## src/rtl/dmem_lsu_pkg.sv

```systemverilog
// Shared definitions for the data-memory load/store unit: access sizes, FSM states
// and the alignment predicate.
package dmem_lsu_pkg;

    localparam logic [1:0] SZ_BYTE = 2'b00;
    localparam logic [1:0] SZ_HALF = 2'b01;
    localparam logic [1:0] SZ_WORD = 2'b10;

    typedef enum logic [1:0] {
        IDLE = 2'b00,
        RD   = 2'b01,
        WR   = 2'b10,
        DONE = 2'b11
    } lsu_state_t;

    // Encoding 2'b11 behaves as a word access.
    function automatic logic is_misaligned(input logic [1:0] size, input logic [1:0] low);
        logic mis;
        case (size)
            SZ_BYTE: mis = 1'b0;
            SZ_HALF: mis = low[0];
            default: mis = (low != 2'b00);
        endcase
        return mis;
    endfunction

endpackage

```

## src/rtl/dmem_lsu_lane_align.sv

```systemverilog
// Combinational lane steering: extracts/extends a loaded sub-word and merges store
// data into a read word for read-modify-write.
module lsu_lane_align
    import dmem_lsu_pkg::*;
(
    input  logic [31:0] word,
    input  logic [31:0] wdata,
    input  logic [1:0]  offset,
    input  logic [1:0]  size,
    input  logic        sign_ext,
    output logic [31:0] ext_data,
    output logic [31:0] merge_data
);

    logic [4:0]  bsh_s;
    logic [4:0]  hsh_s;
    logic [7:0]  byte_s;
    logic [15:0] half_s;

    // Half accesses take their lane from addr[1] only, so bit 0 never shifts them.
    assign bsh_s  = {offset, 3'b000};
    assign hsh_s  = {offset[1], 4'b0000};
    assign byte_s = word[bsh_s +: 8];
    assign half_s = word[hsh_s +: 16];

    // Load path: select lane and extend.
    always_comb begin
        ext_data = word;
        case (size)
            SZ_BYTE: ext_data = {{24{sign_ext & byte_s[7]}}, byte_s};
            SZ_HALF: ext_data = {{16{sign_ext & half_s[15]}}, half_s};
            default: ext_data = word;
        endcase
    end

    // Store path: replace the target lane of the read word.
    always_comb begin
        merge_data = wdata;
        case (size)
            SZ_BYTE: merge_data = (word & ~(32'h0000_00FF << bsh_s)) | ({24'h00_0000, wdata[7:0]} << bsh_s);
            SZ_HALF: merge_data = (word & ~(32'h0000_FFFF << hsh_s)) | ({16'h0000, wdata[15:0]} << hsh_s);
            default: merge_data = wdata;
        endcase
    end

endmodule

```

## src/rtl/dmem_lsu.sv

```systemverilog
// Load/store unit driving a word-wide data memory; sub-word stores use read-modify-write.
// Optional macro ALIGN_CHECK_EN: reject misaligned half/word requests with an err pulse.
module dmem_lsu
    import dmem_lsu_pkg::*;
#(
    parameter int AW = 32
) (
    input  logic          clk,
    input  logic          rst,
    input  logic          req,
    input  logic          we,
    input  logic [1:0]    size,
    input  logic          sign_ext,
    input  logic [AW-1:0] addr,
    input  logic [31:0]   wdata,
    output logic          busy,
    output logic          done,
    output logic [31:0]   rdata,
    output logic          err,
    output logic          DM_CS,
    output logic          DM_R,
    output logic          DM_W,
    output logic [AW-1:0] dm_addr,
    output logic [31:0]   dm_wdata,
    input  logic [31:0]   dm_rdata
);

    lsu_state_t    state_r;
    lsu_state_t    state_nxt_s;
    logic          we_r;
    logic          sign_ext_r;
    logic [1:0]    size_r;
    logic [AW-1:0] addr_r;
    logic [31:0]   wbuf_r;
    logic [31:0]   rdata_r;
    logic [31:0]   ext_s;
    logic [31:0]   merge_s;
    logic          accept_s;
    logic          misaligned_s;

    assign accept_s = (state_r == IDLE) && req;

`ifdef ALIGN_CHECK_EN
    logic err_flag_r;

    assign misaligned_s = is_misaligned(size, addr[1:0]);

    // Remember whether the accepted request was rejected for alignment.
    always_ff @(posedge clk) begin
        if (rst) begin
            err_flag_r <= 1'b0;
        end else if (accept_s) begin
            err_flag_r <= misaligned_s;
        end
    end

    assign err = (state_r == DONE) && err_flag_r;
`else
    assign misaligned_s = 1'b0;
    assign err          = 1'b0;
`endif

    lsu_lane_align u_lane_align (
        .word       (dm_rdata),
        .wdata      (wbuf_r),
        .offset     (addr_r[1:0]),
        .size       (size_r),
        .sign_ext   (sign_ext_r),
        .ext_data   (ext_s),
        .merge_data (merge_s)
    );

    // State register.
    always_ff @(posedge clk) begin
        if (rst) begin
            state_r <= IDLE;
        end else begin
            state_r <= state_nxt_s;
        end
    end

    // Next-state decode; word stores skip the read phase.
    always_comb begin
        state_nxt_s = state_r;
        case (state_r)
            IDLE: begin
                if (!req) begin
                    state_nxt_s = IDLE;
                end else if (misaligned_s) begin
                    state_nxt_s = DONE;
                end else if (we && size[1]) begin
                    state_nxt_s = WR;
                end else begin
                    state_nxt_s = RD;
                end
            end
            RD:      state_nxt_s = we_r ? WR : DONE;
            WR:      state_nxt_s = DONE;
            DONE:    state_nxt_s = IDLE;
            default: state_nxt_s = IDLE;
        endcase
    end

    // Request latch, merge/write buffer and load result.
    always_ff @(posedge clk) begin
        if (rst) begin
            we_r       <= 1'b0;
            sign_ext_r <= 1'b0;
            size_r     <= SZ_BYTE;
            addr_r     <= {AW{1'b0}};
            wbuf_r     <= 32'h0000_0000;
            rdata_r    <= 32'h0000_0000;
        end else begin
            if (accept_s) begin
                we_r       <= we;
                sign_ext_r <= sign_ext;
                size_r     <= size;
                addr_r     <= addr;
                wbuf_r     <= wdata;
            end
            if (state_r == RD) begin
                if (we_r) begin
                    wbuf_r <= merge_s;
                end else begin
                    rdata_r <= ext_s;
                end
            end
        end
    end

    // Strobes come only from the state register, gated so reset kills an in-flight write.
    assign DM_CS    = ((state_r == RD) || (state_r == WR)) && !rst;
    assign DM_R     = (state_r == RD) && !rst;
    assign DM_W     = (state_r == WR) && !rst;
    assign dm_addr  = {addr_r[AW-1:2], 2'b00};
    assign dm_wdata = wbuf_r;
    assign busy     = (state_r != IDLE);
    assign done     = (state_r == DONE);
    assign rdata    = rdata_r;

endmodule

```

## config.mk

```make
export PLATFORM = sky130hd
export DESIGN_NAME = dmem_lsu
export DESIGN_NICKNAME = d
export VERILOG_FILES = /design/src/rtl/dmem_lsu_pkg.sv /design/src/rtl/dmem_lsu_lane_align.sv /design/src/rtl/dmem_lsu.sv
export SDC_FILE = /design/constraint.sdc
export NUM_CORES = 1
export LEC_CHECK = 0
export BUFFER_PORTS_ARGS = -buffer_cell sky130_fd_sc_hd__buf_2
export CORE_ASPECT_RATIO = 0.9
export CORE_MARGIN = 1
export CORE_UTILIZATION = 46
export CTS_BUF_LIST = sky130_fd_sc_hd__clkbuf_8
export DETAILED_ROUTE_END_ITERATION = 10
export PLACE_DENSITY = 0.88
export SYNTH_ARGS = -nofsm -noshare
export SYNTH_HDL_FRONTEND = slang
export SYNTH_SLANG_ARGS = --single-unit
```

## constraint.sdc

```tcl
create_clock -name clk -period 1.8 [get_ports clk]
set_input_delay 0.27 -clock clk [delete_from_list [all_inputs] [get_ports clk]]
set_output_delay 0.27 -clock clk [all_outputs]
set_load 0.005 [all_outputs]
```

# Yosys cells after proc, flatten, opt, wreduce, memory -nomap -nowiden
# Index checks and enable logic that the tools add are counted.
word_totals:
  inputBits: 103
  out_inout_bits: 102
  register_bits: 102
  wordCells: 47
op_classes:
  n_reduce_logical: 11
  bitwise_logic: 9
  n_eq_ne: 5
  n_mux: 9
  shifts: 6
op_table:
  columns: ["cell", "count"]
  rows:
  - ["$pmux 32 s2", 2]
  - ["$mux 32", 3]
  - ["$and 32x32->32", 2]
  - ["$not 32->32", 2]
  - ["$or 32x32->32", 2]
  - ["$shiftx 32x6->16", 1]
  - ["$shiftx 32x6->8", 1]
  - ["$shl 16x5->32", 1]
  - ["$shl 16x5->32 const A", 1]
  - ["$shl 8x5->32", 1]
  - ["$shl 8x5->32 const A", 1]
  - ["$pmux 2 s4", 1]
  - ["$logic_and 1x1->1", 5]
  - ["$eq 2x1->1 const B", 2]
  - ["$eq 2x2->1 const B", 2]
  - ["$logic_not 2->1", 2]
  - ["$mux 2", 2]
  - ["$ne 4x2->1 const B", 1]
  - ["$and 1x1->1", 2]
  - ["$reduce_and 2->1", 1]
  - ["$reduce_bool 2->1", 1]
  - ["$logic_not 1->1", 1]
  - ["$logic_or 1x1->1", 1]
  - ["$mux 1", 1]
  - ["$not 1->1", 1]

# Depth between registers and ports, before layout
# Gate-level depths: netlist of run 1.
logic_depth:
  ltp_word: 7
  mapped_depth: 8
  depth_no_buf: 6

# Cells and area by module
# From an unflattened synthesis of run 1, not the netlist that was laid out.
unflattened:
  cells_unflattened: 764
  area_unflattened_um2: 5921.9
modules_own_cells:
  columns: ["module", "seq_area_each_um2", "area_per_inst_um2", "cells_each", "instances"]
  rows:
  - ["dmem_lsu", 2042.0, 4408.0, 531, 1]
  - ["lsu_lane_align", 0.0, 1514.0, 233, 1]

# Worst setup path before layout of run 1
# Ideal clock, no wire load.
synth_path:
  path_kind: "reg2reg"
  start: "register state_r[1]"
  end: "register (tool-made name)"
  required_time_ns: 1.678
  t_arrival_ns: 1.539
  setup_time_ns: 0.122
  setup_slack_ns: 0.140
  stages_incl_launch_ff: 9
  period_less_slack_ns: 1.660
  n_path_buf: 2
  cell_sequence: "dfxtp_1 inv_1 ha_1 buf_2 and3b_1 nand3b_1 buf_2 a21oi_1 a221o_1"
synth_rtl:
  columns: ["element", "line", "source"]
  rows:
  - ["start: declaration", "dmem_lsu.sv:28", "lsu_state_t state_r;"]
  - ["start signal: assignment", "dmem_lsu.sv:78", "state_r <= state_nxt_s;"]

==> impl_metrics.json, run 1 <==
{
  "layout.nets": 916,
  "finalSetupViolations": 0,
  "dominantRegCellSynth": "dfxtp_1",
  "seq_power_share": 0.445,
  "syn_inst": 642,
  "crit_chain": "inv_1 > ha_1 > and2_4 > a22o_4 > nor2_4 > buf_12 > a221o_1",
  "pwr-share-comb": 0.279,
  "grt_max_degree": 34,
  "regArea_um2": 2046,
  "p_int_uw": 4171,
  "critPathKind": "flip-flop to flip-flop",
  "synth_cell_types": 46,
  "h-tree-depth": 3,
  "yosys_warnings": 0,
  "switchingPower_uw": 1901,
  "fin_crit_ns": 1.740,
  "required_ns": 2.07,
  "ys_seq_elements": 102,
  "crit_path_max_fanout": 13,
  "min_period_over_period": 0.9669,
  "grt_pass1_wl_mm": 25.10,
  "ios": 205,
  "core_um2": 10900,
  "final_cells": 965,
  "avgSynthCellArea_um2": 8.100,
  "tns_ns": 0,
  "fin_skew_ns": 0.01267,
  "syn_area_um2": 5200,
  "final_common_cell": "buf_2",
  "die_y_um": 102.9,
  "clockBufferDepth": 2,
  "grt_antenna_before_repair": 0,
  "powerDensity_nw_per_um2": 931.1,
  "grt_pass1_vias": 4839,
  "cts_buffers": 9,
  "drv_cap": 0,
  "grt-ovfl-total": 0,
  "cts_tree": "yes",
  "hold_path.class": "input pin to flip-flop",
  "clk_pin_slew_worst_paths_ns": 0.10,
  "switching_share": 0.3131,
  "hold_viol_final": 0,
  "clock_latency_ns": 0.38,
  "layout-drive-gt1-share": 0.3567,
  "slew_violations": 0,
  "gp_congestion": 0.9627,
  "routed_wirelength_mm": 16.94,
  "reg2regPathDepth": 7,
  "leakagePower_uw": 0.002858,
  "cts_root_buffer": "clkbuf_8",
  "crit_family": "compound AO/OA/AOI/OAI gates",
  "place_ws_ns": -0.08863,
  "arrival_ns": 2.01,
  "ant_nets": 0,
  "relSlewSlack": 0.6381,
  "slowest_stage": "a221o_1",
  "fill_cells": 1031,
  "outcome": "finished, final reports clean",
  "insertedDiodeCount": 0,
  "synth-edff-count": 0,
  "slowest_delay_ns": 0.35,
  "start_kind": "flip-flop",
  "dpl.cell_count": 947,
  "peakVddDrop_uv": 585.8,
  "portBuffers": 201,
  "path_buf_inv": 2,
  "core.rowCount": 36,
  "area_delta_synth_final_pct": 25.41,
  "mostFrequentLayoutCells": "buf_2, nand2_1, dfxtp_1, a21oi_1, nor2_1",
  "post-route-drc-count": 0,
  "multi_input_area_um2": 2683,
  "vias_per_cell": 5.639,
  "crit_cells": 7,
  "drt_iter0_drc": 641,
  "vias": 5442,
  "die_w_um": 114.1,
  "dieArea_um2": 11730,
  "drtPass1Iterations": 6,
  "yosysSeqAreaShare": 0.3927,
  "async_flop_share": 0,
  "power.share.clock": 0.276,
  "start_util": 0.4770,
  "min_path_cells": 2,
  "worst_pin_slew_ns": 0.5423,
  "cp-end-kind": "flip-flop",
  "layout_setup_ws_ns": 0.05964,
  "cts_sinks": 102,
  "wire_per_inst_um": 17.55,
  "grtUsageTotal": 0.2791,
  "dp_hpwl_mm": 12.67,
  "fmax_mhz": 574.6
}
area by class of cell:
cell class	instances	share of cell area
clock buffer	9	0.01899
clock inverter	7	0.01631
inverter	6	0.003454
multi-input combinational	454	0.4114
sequential	102	0.3137
tap	152	0.02916
timing repair buffer	235	0.2070
worst register-to-register path: stages, from the launching register on:
cell and delay, ns:
dfxtp_1 0.34, inv_1 0.11, ha_1 0.21, and2_4 0.24, a22o_4 0.19, nor2_4 0.05
buf_12 0.15, a221o_1 0.36
synth_stat cells, types with 2 or more instances:
library cell | instances | share of area
a31oi_1 | 3 | 0.0036
a221o_1 | 13 | 0.025
a221oi_1 | 2 | 0.0034
o21a_1 | 4 | 0.0058
a2111oi_0 | 3 | 0.0051
o22ai_1 | 14 | 0.017
nand3_1 | 26 | 0.025
nand2b_1 | 6 | 0.0072
a21oi_4 | 2 | 0.0063
a22oi_1 | 18 | 0.026
nand2_2 | 2 | 0.0024
mux2i_1 | 5 | 0.0096
a22o_1 | 4 | 0.0067
a21o_1 | 13 | 0.019
o22a_1 | 3 | 0.0051
nand2_1 | 114 | 0.082
buf_2 | 21 | 0.020
o21ai_0 | 17 | 0.016
dfxtp_1 | 102 | 0.39
a21oi_1 | 67 | 0.064
buf_6 | 4 | 0.0087
nor3_1 | 7 | 0.0067
buf_1 | 3 | 0.0022
clkbuf_1 | 20 | 0.014
ha_1 | 5 | 0.012
inv_1 | 6 | 0.0043
nor2_1 | 45 | 0.032
a31o_2 | 7 | 0.012
a211oi_2 | 10 | 0.024
o221ai_1 | 4 | 0.0067
o21ai_2 | 2 | 0.0034
nor2b_1 | 15 | 0.018
a211oi_1 | 27 | 0.039
buf_4 | 35 | 0.051
a21oi_2 | 2 | 0.0034
final timing paths:
check | start | end | slack, ns
setup / recovery | state_r[0] | flip-flop | 0.06
hold / removal | wdata[3] | flip-flop | 0.11
setup reg to reg | state_r[0] | flip-flop | 0.06
hold reg to reg | addr_r[17] | addr_r[17] | 0.46
metrics by stage:
step,total power [uW],cell area (um^2),hold WS (ns),utilization
6_report,6072,6521,0.1100,0.5983
5_1_grt,6344,6521,0.1056,0.5983
4_1_cts,6037,6470,0.09913,0.5935
3_5_place_dp,4370,6221,0.4443,0.5707
3_3_place_gp,4331,6221,0.4392,0.5707
2_1_floorplan,3733,5207,0.4060,-
layer usage:
| metal | global-route usage | part of all wire | wire length, um | up-vias |
|---|---|---|---|---|
| li1 | - | - | - | 2580 |
| met1 | 0.3728 | 0.42 | 7113 | 2513 |
| met2 | 0.4368 | 0.45 | 7679 | 311 |
| met3 | 0.07113 | 0.10 | 1751 | 38 |
| met4 | 0.1049 | 0.023 | 391 | 0 |
| met5 | 0 | 0 | 0 | - |
kinds of logic (layout without fill, tap and decap cells):
| family | count (synthesis) | in the layout | share of synthesized area |
|---|---|---|---|
| AO/OA/AOI/OAI | 216 | 217 | 0.2950 |
| adder cells (fa/ha/maj) | 5 | 5 | 0.01203 |
| buffers and inverters | 89 | 257 | 0.1003 |
| flip-flops | 102 | 102 | 0.3927 |
| multiplexers | 6 | 6 | 0.01396 |
| other | 1 | 3 | 0.0007212 |
| AND/OR/NAND/NOR | 223 | 223 | 0.1853 |
power groups by stage:
stage	clock network, uW	registers [uW]	logic (uW)
after global placement	0	2740	1590
after floorplan	0	2720	1020
final	1670	2700	1690
after global routing	1770	2730	1840
after CTS	1700	2700	1640
after detailed placement	0	2750	1620
timing repair:
action                     in CTS  in global routing
gates resized for setup         4                 12
setup endpoints to repair      19                 50
buffers inserted                0                  1
pin swaps                       0                  1
gates cloned                    0                  1
hold buffers                    0                  0
Note: power is estimated with default switching activity, not from simulation.
==> run 2: changes to the inputs <==
Settings changed: CORE_MARGIN 1 to 5, PLACE_DENSITY 0.88 to 0.8.
==> run 2 against run 1 <==
Register-to-register slack is essentially flat. Non-clock buffer count grew 8. Setup slack worse by 0.0087 ns. Design area down 0.15%. Clock skew about the same. Combinational power about the same. Total power shrank 4.6%. Sequential power is essentially flat.
==> impl_metrics.json, run 2 (synthesis gave the netlist of run 1 again) <==
{
  "gp_congestion": 0.9460,
  "start_kind": "flip-flop",
  "post-route-drc-count": 0,
  "reg2regPathDepth": 8,
  "insertedDiodeCount": 0,
  "clock_latency_ns": 0.38,
  "core.rowCount": 36,
  "fin_crit_ns": 1.749,
  "finalSetupViolations": 0,
  "ant_nets": 0,
  "h-tree-depth": 3,
  "die_w_um": 122.1,
  "worst_pin_slew_ns": 0.5472,
  "layout.nets": 923,
  "dpl.cell_count": 954,
  "hold_path.class": "input pin to flip-flop",
  "area_delta_synth_final_pct": 25.22,
  "arrival_ns": 2.06,
  "drv_cap": 0,
  "final_cells": 971,
  "die_y_um": 110.9,
  "fin_area_um2": 6511,
  "relSlewSlack": 0.6339,
  "clockBufferDepth": 2,
  "grt-ovfl-total": 0,
  "drtPass1Iterations": 7,
  "dp_hpwl_mm": 13.00,
  "grt_pass1_vias": 4795,
  "setup.worst_path.end": "dm_wdata[18]",
  "timing.rr.end": "dm_wdata[18]",
  "portBuffers": 201,
  "routed_wirelength_mm": 17.00,
  "r2r_slack_ns": 0.05,
  "dieArea_um2": 13530,
  "fin_skew_ns": 0.01224,
  "ios": 205,
  "fmax_mhz": 571.7,
  "final_common_cell": "buf_2",
  "leakagePower_uw": 0.002868,
  "cts_sinks": 102,
  "grtUsageTotal": 0.2395,
  "layout-drive-gt1-share": 0.3614,
  "placed_cell_area_um2": 6272,
  "grt_max_degree": 37,
  "core_um2": 10950,
  "grt_pass1_wl_mm": 25.78,
  "powerDensity_nw_per_um2": 890.0,
  "clk_pin_slew_worst_paths_ns": 0.09,
  "critPathKind": "flip-flop to flip-flop",
  "outcome": "finished, final reports clean",
  "cts_tree": "yes",
  "grt_antenna_before_repair": 1,
  "slew_violations": 0,
  "min_path_cells": 2,
  "peakVddDrop_uv": 539.7,
  "vias": 5318,
  "hold_viol_final": 0,
  "cts_hold_buffers": 0,
  "cts_buffers": 9,
  "drt_iter0_drc": 440,
  "vias_per_cell": 5.477,
  "hold_ws_ns": 0.1114,
  "start_util": 0.4751,
  "cp-end-kind": "flip-flop",
  "critical_path.startpoint": "state_r[0]",
  "cts_root_buffer": "clkbuf_8",
  "mostFrequentLayoutCells": "buf_2, nand2_1, dfxtp_1, a21oi_1, nor2_1",
  "r2r_start": "state_r[0]",
  "min_period_over_period": 0.9717,
  "crit_path_max_fanout": 20,
  "wire_per_inst_um": 17.51,
  "required_ns": 2.11
}
[run 2: worst max-delay path, cell delays in order, from the launching register on]
cell	delay, ns
dfxtp_1	0.38
inv_1	0.10
ha_1	0.23
and2_2	0.22
buf_8	0.17
a21oi_4	0.16
buf_4	0.18
a22oi_1	0.08
a31oi_1	0.17
[run 2: cell type report]
class / count / area [um^2]
fill: 1037 / 4434
multi-input combinational: 453 / 2674
clock inverter: 2 / 7.507
timing repair buffer: 243 / 1394
sequential: 102 / 2044
clock buffer: 13 / 178.9
inverter: 6 / 22.52
tap: 152 / 190.2
[run 2: timing repair]
item,CTS,global route
endpoints found under the setup margin,16,31
gates resized for setup,2,9
setup buffers,0,2
[run 2: power breakdown]
group	switching, uW	internal [uW]
Combinational	926	765
Clock	771	639
Sequential	180	2510
Total	1880	3920
[run 2: worst min-delay path by stage]
stage / startpoint / endpoint
final: wdata[5] / flip-flop
after global routing: wdata[1] / flip-flop
after CTS: wdata[1] / flip-flop
after detailed placement: addr_r[5] / addr_r[5]
after global placement: addr_r[5] / addr_r[5]
after floorplan: sign_ext / sign_ext_r
[run 2: metrics by stage]
stage | total power, uW | worst slack, ns | utilization | setup TNS (ns)
6_report | 5795 | 0.05096 | 0.5949 | 0
3_3_place_gp | 4357 | 0.001347 | 0.5730 | 0
2_1_floorplan | 3733 | 0.1396 | - | 0
5_1_grt | 6092 | -0.01259 | 0.5949 | -0.01639
3_5_place_dp | 4391 | -0.04459 | 0.5730 | -0.3868
4_1_cts | 5772 | 0.01136 | 0.5906 | 0
[run 2: layer usage]
layer | GRT usage | share of wire | vias to the layer above
li1 | - | - | 2589
met1 | 0.3187 | 0.42 | 2436
met2 | 0.3744 | 0.46 | 270
met3 | 0.08010 | 0.10 | 21
met4 | 0.05821 | 0.016 | 2
met5 | 0 | 0.00076 | -
